### src/rtl/csi2_pkg.sv
// Shared CSI-2 definitions: data-type constants, CRC parameters and the
// header ECC / payload CRC helper functions used by both TX and RX paths.
package csi2_pkg;

    localparam logic [5:0] DT_FRAME_START = 6'h00;
    localparam logic [5:0] DT_FRAME_END   = 6'h01;
    localparam logic [5:0] DT_LINE_START  = 6'h02;
    localparam logic [5:0] DT_LINE_END    = 6'h03;
    localparam logic [5:0] DT_RAW8        = 6'h2A;
    localparam logic [5:0] DT_RAW10       = 6'h2B;
    localparam logic [5:0] DT_LONG_MIN    = 6'h10;

    localparam logic [15:0] CRC16_POLY = 16'h8408;
    localparam logic [15:0] CRC16_SEED = 16'hFFFF;

    typedef enum logic [2:0] {
        ST_IDLE,
        ST_HDR0,
        ST_HDR1,
        ST_PAYLOAD,
        ST_FOOTER
    } tx_state_t;

    function automatic logic is_short_dt(input logic [5:0] dt);
        return dt < DT_LONG_MIN;
    endfunction

    // Hamming parity over {WC[15:8], WC[7:0], DI}; each mask selects the data bits feeding one parity bit.
    function automatic logic [5:0] csi2_ecc(input logic [23:0] d);
        logic [5:0] p;
        p[0] = ^(d & 24'hF12CB7);
        p[1] = ^(d & 24'hF2555B);
        p[2] = ^(d & 24'h749A6D);
        p[3] = ^(d & 24'hB8E38E);
        p[4] = ^(d & 24'hDF03F0);
        p[5] = ^(d & 24'hEFFC00);
        return p;
    endfunction

    function automatic logic [15:0] crc16_byte(input logic [15:0] crc, input logic [7:0] b);
        logic [15:0] c;
        c = crc ^ {8'h00, b};
        for (int unsigned i = 0; i < 8; i++) begin
            c = c[0] ? ((c >> 1) ^ CRC16_POLY) : (c >> 1);
        end
        return c;
    endfunction

endpackage

### src/rtl/csi2_crc16_2b.sv
// Combinational CSI-2 CRC-16 next state for one byte pair, low byte first.
module csi2_crc16_2b
    import csi2_pkg::*;
(
    input  logic [15:0] crc_in,
    input  logic [15:0] data,
    output logic [15:0] crc_out
);

    always_comb begin
        crc_out = crc16_byte(crc16_byte(crc_in, data[7:0]), data[15:8]);
    end

endmodule

### src/rtl/csi2_packet_tx.sv
// CSI-2 transmit packetizer for the 16-bit byte-pair datapath: header with
// ECC, payload pass-through with CRC accumulation, and CRC footer.
module csi2_packet_tx
    import csi2_pkg::*;
#(
    parameter logic ODD_WC_ERR = 1'b1
) (
    input  logic        clk,
    input  logic        rst,
    input  logic        start,
    input  logic [1:0]  vc,
    input  logic [5:0]  data_type,
    input  logic [15:0] word_count,
    input  logic [15:0] in_data,
    input  logic        in_valid,
    output logic        in_ready,
    output logic [15:0] out_data,
    output logic        out_valid,
    input  logic        out_ready,
    output logic        out_sop,
    output logic        out_eop,
    output logic        busy,
    output logic        err
);

    tx_state_t   state_q, state_d;
    logic [7:0]  di_q;
    logic [15:0] wc_q;
    logic [5:0]  ecc_q;
    logic        short_q;
    logic        odd_q;
    logic [16:0] rem_q, rem_d;
    logic [15:0] crc_q, crc_d, crc_pay;
    logic [15:0] pay_word, word_d;
    logic        out_free, load, sop_d, eop_d, capture, err_d;

    // Busy covers the window where the final word is still held in the output register.
    assign busy     = (state_q != ST_IDLE) || out_valid;
    assign out_free = !out_valid || out_ready;
    assign in_ready = (state_q == ST_PAYLOAD) && out_free;

    always_comb begin
        pay_word = in_data;
        if (odd_q && rem_q == 17'd2) begin
            pay_word[15:8] = 8'h00;
        end
    end

    csi2_crc16_2b u_crc (
        .crc_in  (crc_q),
        .data    (pay_word),
        .crc_out (crc_pay)
    );

    always_comb begin
        state_d = state_q;
        load    = 1'b0;
        word_d  = out_data;
        sop_d   = 1'b0;
        eop_d   = 1'b0;
        crc_d   = crc_q;
        rem_d   = rem_q;
        capture = 1'b0;
        err_d   = 1'b0;
        case (state_q)
            ST_IDLE: begin
                crc_d = CRC16_SEED;
                if (start && !busy) begin
                    if (ODD_WC_ERR && !is_short_dt(data_type) && word_count[0]) begin
                        err_d = 1'b1;
                    end else begin
                        capture = 1'b1;
                        state_d = ST_HDR0;
                    end
                end
            end
            ST_HDR0: begin
                if (out_free) begin
                    load    = 1'b1;
                    word_d  = {wc_q[7:0], di_q};
                    sop_d   = 1'b1;
                    state_d = ST_HDR1;
                end
            end
            ST_HDR1: begin
                if (out_free) begin
                    load   = 1'b1;
                    word_d = {2'b00, ecc_q, wc_q[15:8]};
                    if (short_q) begin
                        eop_d   = 1'b1;
                        state_d = ST_IDLE;
                    end else if (rem_q == '0) begin
                        state_d = ST_FOOTER;
                    end else begin
                        state_d = ST_PAYLOAD;
                    end
                end
            end
            ST_PAYLOAD: begin
                if (in_valid && in_ready) begin
                    load   = 1'b1;
                    word_d = pay_word;
                    crc_d  = crc_pay;
                    rem_d  = rem_q - 17'd2;
                    if (rem_q <= 17'd2) begin
                        state_d = ST_FOOTER;
                    end
                end
            end
            ST_FOOTER: begin
                if (out_free) begin
                    load    = 1'b1;
                    word_d  = crc_q;
                    eop_d   = 1'b1;
                    state_d = ST_IDLE;
                end
            end
            default: state_d = ST_IDLE;
        endcase
    end

    always_ff @(posedge clk) begin
        if (rst) begin
            state_q <= ST_IDLE;
        end else begin
            state_q <= state_d;
        end
    end

    always_ff @(posedge clk) begin
        if (rst) begin
            crc_q     <= CRC16_SEED;
            rem_q     <= '0;
            di_q      <= '0;
            wc_q      <= '0;
            ecc_q     <= '0;
            short_q   <= 1'b0;
            odd_q     <= 1'b0;
            err       <= 1'b0;
            out_data  <= '0;
            out_valid <= 1'b0;
            out_sop   <= 1'b0;
            out_eop   <= 1'b0;
        end else begin
            crc_q <= crc_d;
            err   <= err_d;
            if (capture) begin
                di_q    <= {vc, data_type};
                wc_q    <= word_count;
                ecc_q   <= csi2_ecc({word_count, vc, data_type});
                short_q <= is_short_dt(data_type);
                odd_q   <= word_count[0] && !is_short_dt(data_type);
                // Odd counts round up to whole byte pairs; the pad byte is zeroed on the last word.
                rem_q   <= {1'b0, word_count} + {16'h0000, word_count[0]};
            end else begin
                rem_q <= rem_d;
            end
            if (load) begin
                out_data  <= word_d;
                out_valid <= 1'b1;
                out_sop   <= sop_d;
                out_eop   <= eop_d;
            end else if (out_ready) begin
                out_valid <= 1'b0;
                out_sop   <= 1'b0;
                out_eop   <= 1'b0;
            end
        end
    end

endmodule

### config.mk
export PLATFORM = sky130hd
export DESIGN_NAME = csi2_packet_tx
export DESIGN_NICKNAME = d
export VERILOG_FILES = /design/src/rtl/csi2_pkg.sv /design/src/rtl/csi2_crc16_2b.sv /design/src/rtl/csi2_packet_tx.sv
export SDC_FILE = /design/constraint.sdc
export NUM_CORES = 1
export LEC_CHECK = 0
export CAP_MARGIN = 30
export CELL_PAD_IN_SITES_DETAIL_PLACEMENT = 1
export CELL_PAD_IN_SITES_GLOBAL_PLACEMENT = 2
export CORE_MARGIN = 4
export CORE_UTILIZATION = 30
export CTS_CLUSTER_SIZE = 8
export DETAILED_ROUTE_END_ITERATION = 8
export PLACE_DENSITY_LB_ADDON = 0.1
export SYNTH_ARGS = -nofsm -noshare
export SYNTH_HDL_FRONTEND = slang
export SYNTH_SLANG_ARGS = --single-unit
export TNS_END_PERCENT = 5
### constraint.sdc
create_clock -name clk -period 2.83 [get_ports clk]
set_input_delay 0.566 -clock clk [delete_from_list [all_inputs] [get_ports clk]]
set_output_delay 0.566 -clock clk [all_outputs]
set_load 0.03 [all_outputs]
Word-level counts from Yosys, hierarchy flattened
Index checks and enable logic that the tools add are counted.
- word-level logic and storage cells: 131
- bits of input ports: 45
- output and inout bits: 22
- flip-flop bits (word level): 88
- order comparisons: 2
- bitwise logic cells: 20
- add/sub/neg operators: 2
- reduce and logical (&&, ||, !) cells: 30
- mux-type cells: 52
- equal/unequal tests: 12
- operators with widths (kind ; count):
    two-way mux 16 bit ; 21
    XOR reduction 24 bit ; 6
    case mux 16 bit (4 select lines) ; 1
    two-way mux 17 bit ; 3
    NOT 2 -> 3 bit ; 16
    case mux 16 bit (2 select lines) ; 1
    bitwise XOR 16 x 8 -> 16 bit ; 2
    two-way mux 3 bit ; 9
    adder 16 x 1 -> 17 bit ; 1
    equality test 17 x 2 -> 1 bit, second input constant ; 1
    less-or-equal comparator 17 x 2 -> 1 bit, second input constant ; 1
    zero test 17 bit ; 1
    subtractor 17 x 2 -> 17 bit, second input constant ; 1
    case mux 3 bit (5 select lines) ; 1
    two-way mux 1 bit ; 13
    inequality test 2 bit, second input constant ; 5
    two-way mux 8 bit ; 1
    nonzero test 2 bit ; 4
    AND reduction 7 bit ; 1
    equality test 3 x 2 -> 1 bit, second input constant ; 2
    < comparator 6 x 5 -> 1 bit, second input constant ; 1
    AND reduction 6 bit ; 1
    OR reduction 3 bit ; 2
    logical AND 1 bit ; 5
    other kinds (11) ; 18

Logic depth before layout (Yosys ltp)
Gate-level depths: netlist of the first run.
- depth in word-level cells: 36
- depth in mapped cells: 9

Modules after synthesis
A second synthesis of the first run with hierarchy kept.
- cell total of the unflattened synthesis: 647
- area, all modules: 5396.4 µm²
- by module, submodules not included (module ; area an instance (µm²) ; cells each ; times used):
    csi2_packet_tx ; 4837.1 ; 596 ; 1
    csi2_crc16_2b ; 559.3 ; 51 ; 1

Least setup slack after synthesis of the first run
OpenSTA, ideal clock, no wires.
- kind: register -> register
- start: reg rem_q[8]
- end: reg crc_q[5]
- stages on the path, launching flop included: 9
- arrival: 2.407 ns
- data required time: 2.708 ns
- path slack: 0.301 ns
- cell sequence: dfxtp_1 > or4_4 > or4b_4 > buf_6 > or2_4 > nand2_2 > xor2_2 > xor2_1 > o32a_1
- cells in the longest elaborated chain, start to end: 14
- ends and longest elaborated chain (item ; RTL line ; source):
    from (decl) ; csi2_packet_tx.sv:32 ; logic [16:0] rem_q, rem_d;
    from (signal assigned) ; csi2_packet_tx.sv:154 ; rem_q <= {1'b0, word_count} + {16'h0000, word_count[0]};
    from (signal assigned) ; csi2_packet_tx.sv:156 ; rem_q <= rem_d;
    equality test 17 x 2 -> 1 bit ; csi2_packet_tx.sv:44 ; if (odd_q && rem_q == 17'd2) begin
    logical AND 1 bit ; csi2_packet_tx.sv:44 ;
    two-way mux 8 bit ; csi2_packet_tx.sv:44 ;
    bitwise XOR 16 x 8 -> 16 bit ; csi2_pkg.sv:42 ; c = crc ^ {8'h00, b};
    two-way mux 16 bit (8 in a row) ; csi2_pkg.sv:44 ; c = c[0] ? ((c >> 1) ^ CRC16_POLY) : (c >> 1);
    two-way mux 16 bit ; csi2_packet_tx.sv:100 ; if (in_valid && in_ready) begin
    case mux 16 bit (2 select lines) ; csi2_packet_tx.sv:65 ; case (state_q)
    to (signal assigned) ; csi2_packet_tx.sv:145 ; crc_q <= crc_d;
    to (decl) ; csi2_packet_tx.sv:33 ; logic [15:0] crc_q, crc_d, crc_pay;
Every way passes these cells. The select of a mux whose other input is x is not followed.
A chain may end at the register's enable or synchronous reset.

Final worst setup path of the first run
- start: reg state_q[1]
- end: out in_ready
- cells in the longest elaborated chain, start to end: 2
- ends and longest elaborated chain (item ; RTL line ; source):
    from (decl) ; csi2_packet_tx.sv:26 ; tx_state_t state_q, state_d;
    from (signal assigned) ; csi2_packet_tx.sv:126 ; state_q <= state_d;
    equality test 3 x 2 -> 1 bit ; csi2_packet_tx.sv:40 ; assign in_ready = (state_q == ST_PAYLOAD) && out_free;
    logical AND 1 bit ; csi2_packet_tx.sv:40 ;
    to (decl) ; csi2_packet_tx.sv:16 ; output logic in_ready,
Every way passes these cells.

==> tab_implementation.tex, run 1 <==
\begin{tabular}{lr}
\hline
Metric & Value \\
\hline
\multicolumn{2}{l}{\textbf{Critical path}} \\
Cell depth of the worst flop-to-flop path & 8 \\
Kind of start point of the critical path & flop \\
Destination of the worst register-to-register timing path & crc\_q[0] \\
Launching point of the worst reg2reg path & rem\_q[8] \\
Worst EP required & 2260 ps \\
Endpoint type of the worst setup path & primary output \\
Data arrival time of the worst path & 2180 ps \\
Largest fanout on the critical path & 16 \\
Type of the worst setup path & reg -> out \\
Register-to-Register Setup Slack & around 100 ps \\
\multicolumn{2}{l}{\textbf{Clock network}} \\
CTS clk-pin slew, worst paths & roughly 60 ps \\
Buffer levels on the longest clock path & 2 \\
Hold-fix buffers, CTS & 0 \\
Worst-skew pair later-pin latency & 350 ps \\
Number of buffers inserted during clock tree synthesis & 9 \\
Number of sinks handled by clock tree synthesis & between 80 and 90 \\
Post-CTS repair timing setup buffer count & 0 \\
H-tree levels & 3 \\
Cell at the root of the clock tree & sky130\_fd\_sc\_hd\_\_clkbuf\_16 \\
Clock tree from TritonCTS & built \\
Post-cts sizing count & 0 \\
\multicolumn{2}{l}{\textbf{Power}} \\
Max IR drop VDD & $\sim$0.43 mV \\
Total power per unit cell area & $\sim$850 nW/µm² \\
Leak Pwr & around 2.5 nW \\
\multicolumn{2}{l}{\textbf{GRT}} \\
Largest net degree at the start of global routing & 56 \\
Total routing usage reported by global routing & 0.190 \\
Global-route wire length before repair & 29200 µm \\
Via count of the first global-routing pass & 5126 \\
Residual overflow from global routing & 0 \\
Initial antenna violation count & 0 \\
\multicolumn{2}{l}{\textbf{Logic synthesis}} \\
Yosys warning count & 0 \\
Post-synthesis instance total & roughly 640 \\
Area share of the leading cell type in the synthesized netlist & 0.334 \\
Net count of the mapped netlist & around 700 \\
Number of synthesized flops with an enable pin & 0 \\
Most area-hungry cell type in the Yosys netlist & sky130\_fd\_sc\_hd\_\_dfxtp\_1 \\
Area of the mapped netlist & $\sim$5200 µm² \\
Share of flip-flops with an asynchronous set or reset & 0 \\
Synthesized area per cell & 8.10 µm² \\
Multiplexer area fraction after synthesis & 0.0194 \\
Predominant post-synthesis flop cell & sky130\_fd\_sc\_hd\_\_dfxtp\_1 \\
Cell variety after synth & 51 \\
Count leader, synth & sky130\_fd\_sc\_hd\_\_dfxtp\_1 \\
Top area cells in the synthesized netlist & sky130\_fd\_sc\_hd\_\_dfxtp\_1, sky130\_fd\_sc\_hd\_\_xnor2\_1, sky130\_fd\_sc\_hd\_\_xor2\_1 \\
Combinational family with the most area after synthesis & XOR/XNOR gates \\
Share of synthesized cell area in and, or, nand and nor gates & 0.202 \\
Fraction of the mapped netlist area in compound gates & 0.175 \\
Sequential share of the synthesized area & 0.334 \\
Xor and xnor area share after synthesis & 0.216 \\
Post-synth top cells & sky130\_fd\_sc\_hd\_\_dfxtp\_1, sky130\_fd\_sc\_hd\_\_nand2\_1, sky130\_fd\_sc\_hd\_\_nor2\_1, sky130\_fd\_sc\_hd\_\_xnor2\_1, sky130\_fd\_sc\_hd\_\_a21oi\_1 \\
Register bit count reported by yosys & 87 \\
Adder and majority cell fraction of the synthesized area & 0.0240 \\
\multicolumn{2}{l}{\textbf{Floorplanning}} \\
Overall die area & approximately 20000 µm² \\
X dimension of the die & between 100 and 150 µm \\
Overall die height & around 140 µm \\
Top-Level Pins & 67 \\
Total number of placement rows & 47 \\
Starting density of the core & 0.310 \\
Standard cell core area & around 17000 µm² \\
\multicolumn{2}{l}{\textbf{STA}} \\
Relative slew slack & 0.596 \\
Maximum achievable frequency & roughly 0.36 GHz \\
Worst setup margin & approximately 82 ps \\
Slew at the pin with the worst max-slew slack & just over 600 ps \\
Setup repair after global routing missed its margin & no \\
Final Hold Vio Count & 0 \\
Post-route fraction of the period consumed by the critical path & 0.971 \\
Final worst clock skew & approximately 6.6 ps \\
Number of slew-limit violations in the final report & 0 \\
Shortest clock period the worst path allows after layout & approximately 2700 ps \\
Total negative slack & 0 ps \\
Number of endpoints failing setup at the final stage & 0 \\
\multicolumn{2}{l}{\textbf{Route}} \\
DRC violation count after routing & 0 \\
Starting DRT DRC Count & approximately 240 \\
Via-to-Cell Ratio & a little over 5 \\
Number of antenna-violating nets in the routed design & 0 \\
TritonRoute pass-1 iters & 4 \\
Sum of routed wire length over all layers & 18300 µm \\
Per-cell routed wire length & 19.0 µm \\
Detailed-route via count & $\sim$4900 \\
\multicolumn{2}{l}{\textbf{Place}} \\
Worst slack after detailed placement & between 10 and 15 ps \\
Detailed Place HPWL & approximately 14000 µm \\
IO Port Bufs & 66 \\
Final RePlAce weighted congestion & between 0.8 and 0.9 \\
\multicolumn{2}{l}{\textbf{Cells and area}} \\
Area Overhead vs Synth & 29.9\% \\
Number of antenna repair diodes & 0 \\
Filler Cells Inserted & $\sim$2000 \\
Number of nets in the finished design & between 700 and 800 \\
Area of the multi-input gates & approximately 3300 µm² \\
Register cell area after layout & approximately 1700 µm² \\
Share of layout cells above drive strength 1 & 0.110 \\
\multicolumn{2}{l}{\textbf{Outcome}} \\
Run status & completed \\
\multicolumn{2}{l}{\textbf{Min path}} \\
WHS Endpoint & ecc\_q[1] \\
Path category of the worst min-delay check & reg -> reg \\
Number of cells on the worst hold path & 2 \\
Start point of the worst hold path & ecc\_q[1] \\
\multicolumn{2}{l}{\textbf{Flow run}} \\
\# Max-Cap Violations & 0 \\
\hline
\end{tabular}
==> metal layers <==
metal / global-route usage / up-vias / part of all wire
li1: - / 2401 / -
met1: 0.265 / 2391 / 0.49
met2: 0.306 / 88 / 0.47
met3: 0.0340 / 16 / 0.032
met4: 0.0433 / 0 / 0.012
met5: 0 / - / 0
==> area by class of cell <==
cell class | count | share of cell area
Clock buffer | 12 | 0.0349
Clock inverter | 3 | 0.0102
Inverter | 6 | 0.00332
Multi-Input combinational cell | 518 | 0.491
Sequential cell | 87 | 0.257
Tap cell | 220 | 0.0406
Timing Repair Buffer | 121 | 0.163
==> placed cells by master (no fill, tap or decap), types with 3 or more instances in the layout <==
| master | instances |
|---|---|
| sky130_fd_sc_hd__o22ai_1 | 10 |
| sky130_fd_sc_hd__and3_1 | 4 |
| sky130_fd_sc_hd__o21ai_0 | 12 |
| sky130_fd_sc_hd__or4_1 | 3 |
| sky130_fd_sc_hd__nand2_1 | 82 |
| sky130_fd_sc_hd__a211oi_1 | 26 |
| sky130_fd_sc_hd__inv_1 | 6 |
| sky130_fd_sc_hd__nand3_1 | 7 |
| sky130_fd_sc_hd__o22a_1 | 4 |
| sky130_fd_sc_hd__a221oi_1 | 10 |
| sky130_fd_sc_hd__buf_12 | 3 |
| sky130_fd_sc_hd__a21oi_1 | 60 |
| sky130_fd_sc_hd__dfxtp_1 | 87 |
| sky130_fd_sc_hd__ha_1 | 10 |
| sky130_fd_sc_hd__buf_4 | 52 |
| sky130_fd_sc_hd__and2_1 | 4 |
| sky130_fd_sc_hd__nand3b_1 | 3 |
| sky130_fd_sc_hd__clkbuf_16 | 9 |
| sky130_fd_sc_hd__nor2_1 | 80 |
| sky130_fd_sc_hd__clkbuf_1 | 3 |
| sky130_fd_sc_hd__a31oi_1 | 4 |
| sky130_fd_sc_hd__o21bai_1 | 5 |
| sky130_fd_sc_hd__nand2b_1 | 11 |
| sky130_fd_sc_hd__mux2i_1 | 9 |
| sky130_fd_sc_hd__xor2_1 | 37 |
| sky130_fd_sc_hd__nor3_1 | 9 |
| sky130_fd_sc_hd__xnor2_1 | 80 |
| sky130_fd_sc_hd__a21boi_1 | 3 |
| sky130_fd_sc_hd__clkdlybuf4s50_1 | 65 |
| sky130_fd_sc_hd__xnor3_1 | 3 |
| sky130_fd_sc_hd__nor2b_1 | 7 |
| sky130_fd_sc_hd__nor3b_1 | 4 |
| sky130_fd_sc_hd__nor4_1 | 4 |
==> sequential cells by signal, summed over array words and instances (netlist names), 3 cells and up <==
signal and count:
ecc_q 6, rem_q 16, wc_q 16, di_q 8
state_q 3, out_data 16, crc_q 16
==> worst max-delay path by stage <==
| stage | start | end | depth (start not counted) |
|---|---|---|---|
| after floorplan | rem_q[8] | crc_q[5] | 8 |
| after global placement | in_data[4] | crc_q[3] | 9 |
| after detailed placement | in_data[4] | crc_q[0] | 9 |
| after CTS | rem_q[8] | crc_q[0] | 8 |
| after global routing | rem_q[8] | crc_q[0] | 8 |
| final | state_q[1] | in_ready | 3 |
==> critical path, cell delays in order, from the launching register on <==
cell,delay [ps]
sky130_fd_sc_hd__dfxtp_1,690
sky130_fd_sc_hd__nand3b_1,270
sky130_fd_sc_hd__nor2_1,180
sky130_fd_sc_hd__clkdlybuf4s50_1,690
==> logic make-up (layout without fill, tap and decap cells) <==
kind of cell | after synthesis | in the layout
and+or+nand+nor | 231 | 231
DFF | 87 | 87
muxes | 10 | 10
adders and majority gates | 10 | 10
AOI/OAI and AO/OA | 145 | 145
xor gates and xnor gates | 122 | 122
buffers and inverters | 39 | 142
==> stage by stage <==
| step | hold slack (ps) | std cells | util | area [µm²] | power, mW |
|---|---|---|---|---|---|
| 2_1_floorplan | 432 | 644 | - | 5220 | 3.45 |
| 3_3_place_gp | 452 | 952 | 0.385 | 6470 | 4.42 |
| 3_5_place_dp | 447 | 952 | 0.385 | 6470 | 4.48 |
| 4_1_cts | 456 | 967 | 0.403 | 6780 | 5.80 |
| 5_1_grt | 481 | 967 | 0.403 | 6780 | 6.11 |
| 6_report | 455 | 967 | 0.403 | 6780 | 5.73 |
==> report_power, final <==
group          total (mW)  internal [mW]  switching (mW)
clock network        1.29          0.773           0.520
registers            1.71           1.49           0.222
logic                2.72           1.17            1.55
total                5.73           3.44            2.29
Power figures use the tool's default switching activity.
==> run 2, diff against run 1 <==
--- a/config.mk
+++ b/config.mk
@@ -5,11 +5,12 @@
 export SDC_FILE = /design/constraint.sdc
 export NUM_CORES = 1
 export LEC_CHECK = 0
+export ABC_AREA = 1
 export CAP_MARGIN = 30
 export CELL_PAD_IN_SITES_DETAIL_PLACEMENT = 1
 export CELL_PAD_IN_SITES_GLOBAL_PLACEMENT = 2
 export CORE_MARGIN = 4
-export CORE_UTILIZATION = 30
+export CORE_UTILIZATION = 29
 export CTS_CLUSTER_SIZE = 8
 export DETAILED_ROUTE_END_ITERATION = 8
 export PLACE_DENSITY_LB_ADDON = 0.1
==> run 2 against run 1 <==
  * Count of clock-buffer cells in the layout shrank 3
  * Total power grew 35%
  * First-iteration DRC count grew 26%
  * Non-clock buffer count shrank 32
  * Cell area grew 4.3%
  * Synthesized cell count grew 34%
  * Cell count grew 25%
  * Highest routed layer unchanged
  * Clock skew grew 6.0 ps
  * Worst setup slack gained 240 ps
==> tab_implementation.tex, run 2 <==
\begin{tabular}{lr}
\hline
Metric & Value \\
\hline
\multicolumn{2}{l}{\textbf{Clock network}} \\
Clock tree from TritonCTS & built \\
CTS clk-pin slew, worst paths & 70 ps \\
Cell at the root of the clock tree & sky130\_fd\_sc\_hd\_\_clkbuf\_16 \\
H-tree levels & 3 \\
Post-cts sizing count & 0 \\
Worst-skew pair later-pin latency & 360 ps \\
Number of buffers inserted during clock tree synthesis & 9 \\
Post-CTS repair timing setup buffer count & 0 \\
Number of sinks handled by clock tree synthesis & 87 \\
Buffer levels on the longest clock path & 2 \\
Hold-fix buffers, CTS & 0 \\
\multicolumn{2}{l}{\textbf{Route}} \\
Detailed-route via count & roughly 5900 \\
Via-to-Cell Ratio & 4.89 \\
Number of antenna-violating nets in the routed design & 0 \\
Sum of routed wire length over all layers & 21400 µm \\
DRC violation count after routing & 0 \\
Per-cell routed wire length & $\sim$18 µm \\
Starting DRT DRC Count & around 300 \\
TritonRoute pass-1 iters & 4 \\
\multicolumn{2}{l}{\textbf{Floorplanning}} \\
Standard cell core area & between 15000 and 20000 µm² \\
Overall die height & about 150 µm \\
Total number of placement rows & 51 \\
Overall die area & approximately 22000 µm² \\
Starting density of the core & 0.295 \\
Top-Level Pins & 67 \\
X dimension of the die & about 150 µm \\
\multicolumn{2}{l}{\textbf{Power}} \\
Max IR drop VDD & roughly 0.47 mV \\
Combinational group share of total power & 0.581 \\
Switch share & 0.500 \\
Power dissipated by switching net loads & 3.87 mW \\
Share of power burned in registers & 0.254 \\
Total power per unit cell area & about 1100 nW/µm² \\
Post-route total power & 7.73 mW \\
Clock Power Share & 0.164 \\
Leak Pwr & between 3 and 4 nW \\
Internal Dissipation & between 3 and 4 mW \\
\multicolumn{2}{l}{\textbf{Place}} \\
IO Port Bufs & 66 \\
Final RePlAce weighted congestion & 0.866 \\
Post-Place Cell Area & 6770 µm² \\
Detailed Place HPWL & approximately 17000 µm \\
\multicolumn{2}{l}{\textbf{Critical path}} \\
Most prevalent standard cell on the critical path & sky130\_fd\_sc\_hd\_\_clkdlybuf4s50\_1 \\
Largest fanout on the critical path & 2 \\
Worst EP required & approximately 2300 ps \\
Endpoint type of the worst setup path & primary output \\
Cells along the critical path & clkdlybuf4s50\_1, nor2\_1, nor2\_2, clkdlybuf4s50\_1 \\
Kind of start point of the critical path & primary input \\
Launching point of the worst reg2reg path & rem\_q[1] \\
CP top delay family & buffers and inverters \\
Slowest library cell on the worst path & sky130\_fd\_sc\_hd\_\_clkdlybuf4s50\_1 \\
Stage delay of the slowest cell on the critical path & roughly 680 ps \\
Crit path launch & out\_ready \\
Number of buffer and inverter instances along the worst setup path & 2 \\
Data arrival time of the worst path & about 1900 ps \\
Type of the worst setup path & in -> out \\
\multicolumn{2}{l}{\textbf{Cells and area}} \\
Commonest cells after routing, fill and taps aside & sky130\_fd\_sc\_hd\_\_nand2\_1, sky130\_fd\_sc\_hd\_\_dfxtp\_1, sky130\_fd\_sc\_hd\_\_inv\_1, sky130\_fd\_sc\_hd\_\_o21ai\_0, sky130\_fd\_sc\_hd\_\_nor2\_1 \\
Share of layout cells above drive strength 1 & 0.0809 \\
Area of all placed cells without fillers & 7070 µm² \\
Area Overhead vs Synth & 23.4\% \\
Number of antenna repair diodes & 0 \\
Finished Core Util & 0.363 \\
Filler Cells Inserted & 2493 \\
Number of nets in the finished design & 990 \\
Leading cell type in the layout, fill and taps excluded & sky130\_fd\_sc\_hd\_\_nand2\_1 \\
\multicolumn{2}{l}{\textbf{STA}} \\
Shortest clock period the worst path allows after layout & around 2500 ps \\
Relative slew slack & 0.556 \\
Post-route fraction of the period consumed by the critical path & 0.887 \\
Final worst clock skew & 12.6 ps \\
Number of endpoints failing setup at the final stage & 0 \\
Final Hold Vio Count & 0 \\
Total negative slack & 0 ps \\
Maximum achievable frequency & $\sim$0.40 GHz \\
Setup repair after global routing missed its margin & no \\
Number of slew-limit violations in the final report & 0 \\
Final hold slack & between 400 and 500 ps \\
Slew at the pin with the worst max-slew slack & roughly 670 ps \\
\multicolumn{2}{l}{\textbf{GRT}} \\
Largest net degree at the start of global routing & 39 \\
Residual overflow from global routing & 0 \\
Via count of the first global-routing pass & about 6200 \\
Global-route wire length before repair & 34300 µm \\
Total routing usage reported by global routing & 0.197 \\
Initial antenna violation count & 0 \\
\multicolumn{2}{l}{\textbf{Logic synthesis}} \\
Top area cells in the synthesized netlist & sky130\_fd\_sc\_hd\_\_dfxtp\_1, sky130\_fd\_sc\_hd\_\_nand2\_1, sky130\_fd\_sc\_hd\_\_o21ai\_0 \\
Register bit count reported by yosys & 87 \\
Yosys warning count & 0 \\
Most area-hungry cell type in the Yosys netlist & sky130\_fd\_sc\_hd\_\_dfxtp\_1 \\
Net count of the mapped netlist & around 920 \\
Share of flip-flops with an asynchronous set or reset & 0 \\
Post-synth top cells & sky130\_fd\_sc\_hd\_\_nand2\_1, sky130\_fd\_sc\_hd\_\_dfxtp\_1, sky130\_fd\_sc\_hd\_\_inv\_1 \\
Synthesized area per cell & roughly 6.6 µm² \\
Sequential share of the synthesized area & 0.304 \\
Number of synthesized flops with an enable pin & 0 \\
Predominant post-synthesis flop cell & sky130\_fd\_sc\_hd\_\_dfxtp\_1 \\
Post-synthesis instance total & 866 \\
Area of the mapped netlist & 5730 µm² \\
Area share of the leading cell type in the synthesized netlist & 0.304 \\
Cell variety after synth & between 40 and 50 \\
Count leader, synth & sky130\_fd\_sc\_hd\_\_nand2\_1 \\
\multicolumn{2}{l}{\textbf{Min path}} \\
Path category of the worst min-delay check & reg -> reg \\
Start point of the worst hold path & wc\_q[7] \\
\multicolumn{2}{l}{\textbf{Flow run}} \\
\# Max-Cap Violations & 0 \\
\multicolumn{2}{l}{\textbf{Outcome}} \\
Run status & completed \\
\hline
\end{tabular}
==> run 2: changes by cell type in the layout (fill, tap and decap cells not counted), moves of 31 or more <==
| cell | change |
|---|---|
| sky130_fd_sc_hd__inv_1 | +76 |
| sky130_fd_sc_hd__nand2_1 | +147 |
| sky130_fd_sc_hd__nand3_1 | +44 |
| sky130_fd_sc_hd__xnor2_1 | -39 |
| sky130_fd_sc_hd__o21ai_0 | +62 |
| sky130_fd_sc_hd__buf_4 | -31 |
==> run 2: final timing paths <==
| path | endpoint | slack, ps | depth (start not counted) |
|---|---|---|---|
| max | in_ready | 320 | 4 |
| min | wc_q[7] | 460 | 2 |
| max reg2reg | state_q[1] | 600 | 12 |
| min reg2reg | wc_q[7] | 460 | 2 |
==> run 2: stage by stage <==
step	setup WS, ps	instances
2_1_floorplan	998	866
3_3_place_gp	219	1189
3_5_place_dp	140	1189
4_1_cts	319	1205
5_1_grt	262	1205
6_report	321	1205
==> run 2: cell type report <==
type | count | area, µm² | area share
inverter | 91 | 342 | 0.0483
multi-input combinational | 657 | 3490 | 0.494
clock inverter | 7 | 80.1 | 0.0113
tap | 265 | 332 | 0.0469
sequential | 87 | 1740 | 0.246
timing repair buffer | 89 | 858 | 0.121
clock buffer | 9 | 225 | 0.0318
==> run 2: worst reg2reg max path, cell delays in order (launching register included) <==
cell and delay (ps):
sky130_fd_sc_hd__dfxtp_1 350, sky130_fd_sc_hd__inv_2 100, sky130_fd_sc_hd__ha_1 230, sky130_fd_sc_hd__nand3_1 210
sky130_fd_sc_hd__nor3_2 280, sky130_fd_sc_hd__nand2_1 150, sky130_fd_sc_hd__nor2_1 260, sky130_fd_sc_hd__nand2_1 100
sky130_fd_sc_hd__nand2_1 80, sky130_fd_sc_hd__nand2_1 110, sky130_fd_sc_hd__inv_1 90, sky130_fd_sc_hd__o21ai_0 70
sky130_fd_sc_hd__a21oi_1 150
==> run 2: kinds of logic after synthesis <==
family	synth area share
AOI/OAI and AO/OA	0.170
xor gates and xnor gates	0.125
adders and majority gates	0.0218
buffers and inverters	0.0869
DFF	0.304
and+or+nand+nor	0.292
==> run 2: routing by layer <==
layer  vias up  GRT usage  wire [µm]
li1       2947          -          -
met1      2857      0.250       9570
met2        71      0.353      10800
met3        21     0.0277        675
met4         0     0.0476        330
met5         -          0          0
==> run 2: power by group through the flow <==
| stage | registers [mW] | logic [mW] | clock network, mW |
|---|---|---|---|
| finish | 1.97 | 4.49 | 1.27 |
| global route | 2.01 | 5.04 | 1.36 |
| CTS | 1.96 | 4.55 | 1.31 |
| detailed placement | 1.98 | 4.53 | 0 |
| global placement | 1.97 | 4.40 | 0 |
| floorplan | 2.09 | 2.97 | 0 |
==> run 3, diff against run 2 <==
--- a/config.mk
+++ b/config.mk
@@ -10,7 +10,7 @@
 export CELL_PAD_IN_SITES_DETAIL_PLACEMENT = 1
 export CELL_PAD_IN_SITES_GLOBAL_PLACEMENT = 2
 export CORE_MARGIN = 4
-export CORE_UTILIZATION = 29
+export CORE_UTILIZATION = 31
 export CTS_CLUSTER_SIZE = 8
 export DETAILED_ROUTE_END_ITERATION = 8
 export PLACE_DENSITY_LB_ADDON = 0.1
==> run 3 against run 2 <==
  * Count of clock-buffer cells in the layout grew 1
  * Clock skew shrank 6.1 ps
  * Sequential cell count is the same
  * Cell count shrank 3.2%
  * Register-to-register slack gained 100 ps
  * Cell area shrank 0.73%
  * Core utilization grew 2.5 points
  * Largest cell class unchanged
  * Highest routed layer unchanged
==> tab_implementation.tex, run 3 (synthesis gave the netlist of run 2 again) <==
\begin{tabular}{lr}
\hline
Metric & Value \\
\hline
\multicolumn{2}{l}{\textbf{Outcome}} \\
Run status & completed \\
\multicolumn{2}{l}{\textbf{GRT}} \\
Initial antenna violation count & 0 \\
Residual overflow from global routing & 0 \\
Via count of the first global-routing pass & around 6400 \\
Total routing usage reported by global routing & 0.209 \\
Global-route wire length before repair & 33700 µm \\
Largest net degree at the start of global routing & 52 \\
\multicolumn{2}{l}{\textbf{Route}} \\
Via-to-Cell Ratio & a little over 5 \\
Number of antenna-violating nets in the routed design & 0 \\
Starting DRT DRC Count & around 240 \\
Detailed-route via count & 5887 \\
DRC violation count after routing & 0 \\
TritonRoute pass-1 iters & 4 \\
Per-cell routed wire length & approximately 18 µm \\
Sum of routed wire length over all layers & 21000 µm \\
\multicolumn{2}{l}{\textbf{Critical path}} \\
Destination of the worst register-to-register timing path & state\_q[1] \\
Launching point of the worst reg2reg path & rem\_q[1] \\
Slowest library cell on the worst path & sky130\_fd\_sc\_hd\_\_clkdlybuf4s50\_1 \\
Kind of start point of the critical path & primary input \\
Cell depth of the worst flop-to-flop path & 12 \\
Register-to-Register Setup Slack & around 700 ps \\
Stage delay of the slowest cell on the critical path & around 700 ps \\
Endpoint type of the worst setup path & primary output \\
Worst EP required & between 2000 and 2500 ps \\
Data arrival time of the worst path & $\sim$2000 ps \\
Type of the worst setup path & in -> out \\
Cells along the critical path & clkdlybuf4s50\_1, nor2\_1, nor2\_2, clkdlybuf4s50\_1 \\
Largest fanout on the critical path & 2 \\
Most prevalent standard cell on the critical path & sky130\_fd\_sc\_hd\_\_clkdlybuf4s50\_1 \\
\multicolumn{2}{l}{\textbf{Cells and area}} \\
Leading cell type in the layout, fill and taps excluded & sky130\_fd\_sc\_hd\_\_nand2\_1 \\
Finished Core Util & 0.388 \\
Share of layout cells above drive strength 1 & 0.0778 \\
Number of antenna repair diodes & 0 \\
Area Overhead vs Synth & 22.5\% \\
Area of all placed cells without fillers & between 7000 and 8000 µm² \\
Number of nets in the finished design & 988 \\
Final non-filler cell total & 1167 \\
Commonest cells after routing, fill and taps aside & sky130\_fd\_sc\_hd\_\_nand2\_1, sky130\_fd\_sc\_hd\_\_dfxtp\_1, sky130\_fd\_sc\_hd\_\_inv\_1, sky130\_fd\_sc\_hd\_\_o21ai\_0, sky130\_fd\_sc\_hd\_\_nor2\_1 \\
\multicolumn{2}{l}{\textbf{Floorplanning}} \\
Overall die height & about 140 µm \\
Top-Level Pins & 67 \\
Standard cell core area & between 15000 and 20000 µm² \\
Starting density of the core & 0.317 \\
Overall die area & approximately 21000 µm² \\
Total number of placement rows & between 40 and 50 \\
X dimension of the die & $\sim$140 µm \\
\multicolumn{2}{l}{\textbf{STA}} \\
Shortest clock period the worst path allows after layout & 2520 ps \\
Worst setup margin & $\sim$310 ps \\
Number of slew-limit violations in the final report & 0 \\
Post-route fraction of the period consumed by the critical path & 0.892 \\
Final worst clock skew & $\sim$6.5 ps \\
Slew at the pin with the worst max-slew slack & just under 700 ps \\
Number of endpoints failing setup at the final stage & 0 \\
Maximum achievable frequency & between 0.3 and 0.4 GHz \\
Final Hold Vio Count & 0 \\
Total negative slack & 0 ps \\
Relative slew slack & 0.536 \\
Final hold slack & about 450 ps \\
Setup repair after global routing missed its margin & no \\
\multicolumn{2}{l}{\textbf{Place}} \\
Cell Count Post-Placement & roughly 1200 \\
Final RePlAce weighted congestion & 0.802 \\
Worst slack after detailed placement & a little under 70 ps \\
IO Port Bufs & 66 \\
Post-Place Cell Area & 6710 µm² \\
Detailed Place HPWL & around 17000 µm \\
\multicolumn{2}{l}{\textbf{Clock network}} \\
Cell at the root of the clock tree & sky130\_fd\_sc\_hd\_\_clkbuf\_16 \\
CTS clk-pin slew, worst paths & roughly 60 ps \\
Clock tree from TritonCTS & built \\
Worst-skew pair later-pin latency & around 350 ps \\
Buffer levels on the longest clock path & 2 \\
H-tree levels & 3 \\
Post-CTS repair timing setup buffer count & 0 \\
Number of sinks handled by clock tree synthesis & 87 \\
Number of buffers inserted during clock tree synthesis & 9 \\
Post-cts sizing count & 0 \\
Hold-fix buffers, CTS & 0 \\
\multicolumn{2}{l}{\textbf{Power}} \\
Max IR drop VDD & about 0.38 mV \\
Leak Pwr & between 3 and 4 nW \\
Post-route total power & between 7 and 8 mW \\
Total power per unit cell area & approximately 1100 nW/µm² \\
\multicolumn{2}{l}{\textbf{Min path}} \\
Number of cells on the worst hold path & 2 \\
Path category of the worst min-delay check & reg -> reg \\
WHS Endpoint & wc\_q[4] \\
Start point of the worst hold path & wc\_q[4] \\
\multicolumn{2}{l}{\textbf{Flow run}} \\
\# Max-Cap Violations & 0 \\
\hline
\end{tabular}
==> run 3: changes by cell type in the layout (fill, tap and decap cells not counted), sizes merged <==
cell / before / now
bufinv: 1 / 2
clkinv: 2 / 3
buf: 23 / 21
inv: 93 / 90
clkbuf: 9 / 10
==> run 3: area by class of cell <==
cell class	count	area (µm²)
repair buffers	87	843
multi-input cells	657	3490
inverters	91	342
fillers	2281	11100
well taps	229	287
clock inverters	6	85.1
clock buffers	10	229
flip-flops and latches	87	1740
==> run 3: metal layers <==
| layer | vias up | wire, µm | track usage |
|---|---|---|---|
| met5 | - | 0 | 0 |
| met4 | 0 | 548 | 0.0783 |
| met3 | 32 | 526 | 0.0261 |
| met2 | 80 | 10500 | 0.373 |
| met1 | 2824 | 9500 | 0.255 |
| li1 | 2951 | - | - |
==> run 3: worst max-delay path, delay by kind of cell <==
| family | cells | cell delay (ps) |
|---|---|---|
| buffers and inverters | 2 | 1190 |
| AND/OR/NAND/NOR | 2 | 210 |
==> run 3: worst max-delay path by stage <==
stage,start,to,cells after the start
3_5_place_dp,word_count[1],rem_q[14],9
3_3_place_gp,word_count[1],rem_q[14],9
2_1_floorplan,word_count[12],ecc_q[1],6
5_1_grt,word_count[1],rem_q[14],9
6_report,out_ready,in_ready,4
4_1_cts,out_ready,in_ready,4
==> run 3: power by group <==
part | switching, mW | leakage (nW) | internal, mW
clock | 0.547 | 0.148 | 0.772
combinational | 2.95 | 2.26 | 1.55
sequential | 0.336 | 0.714 | 1.63
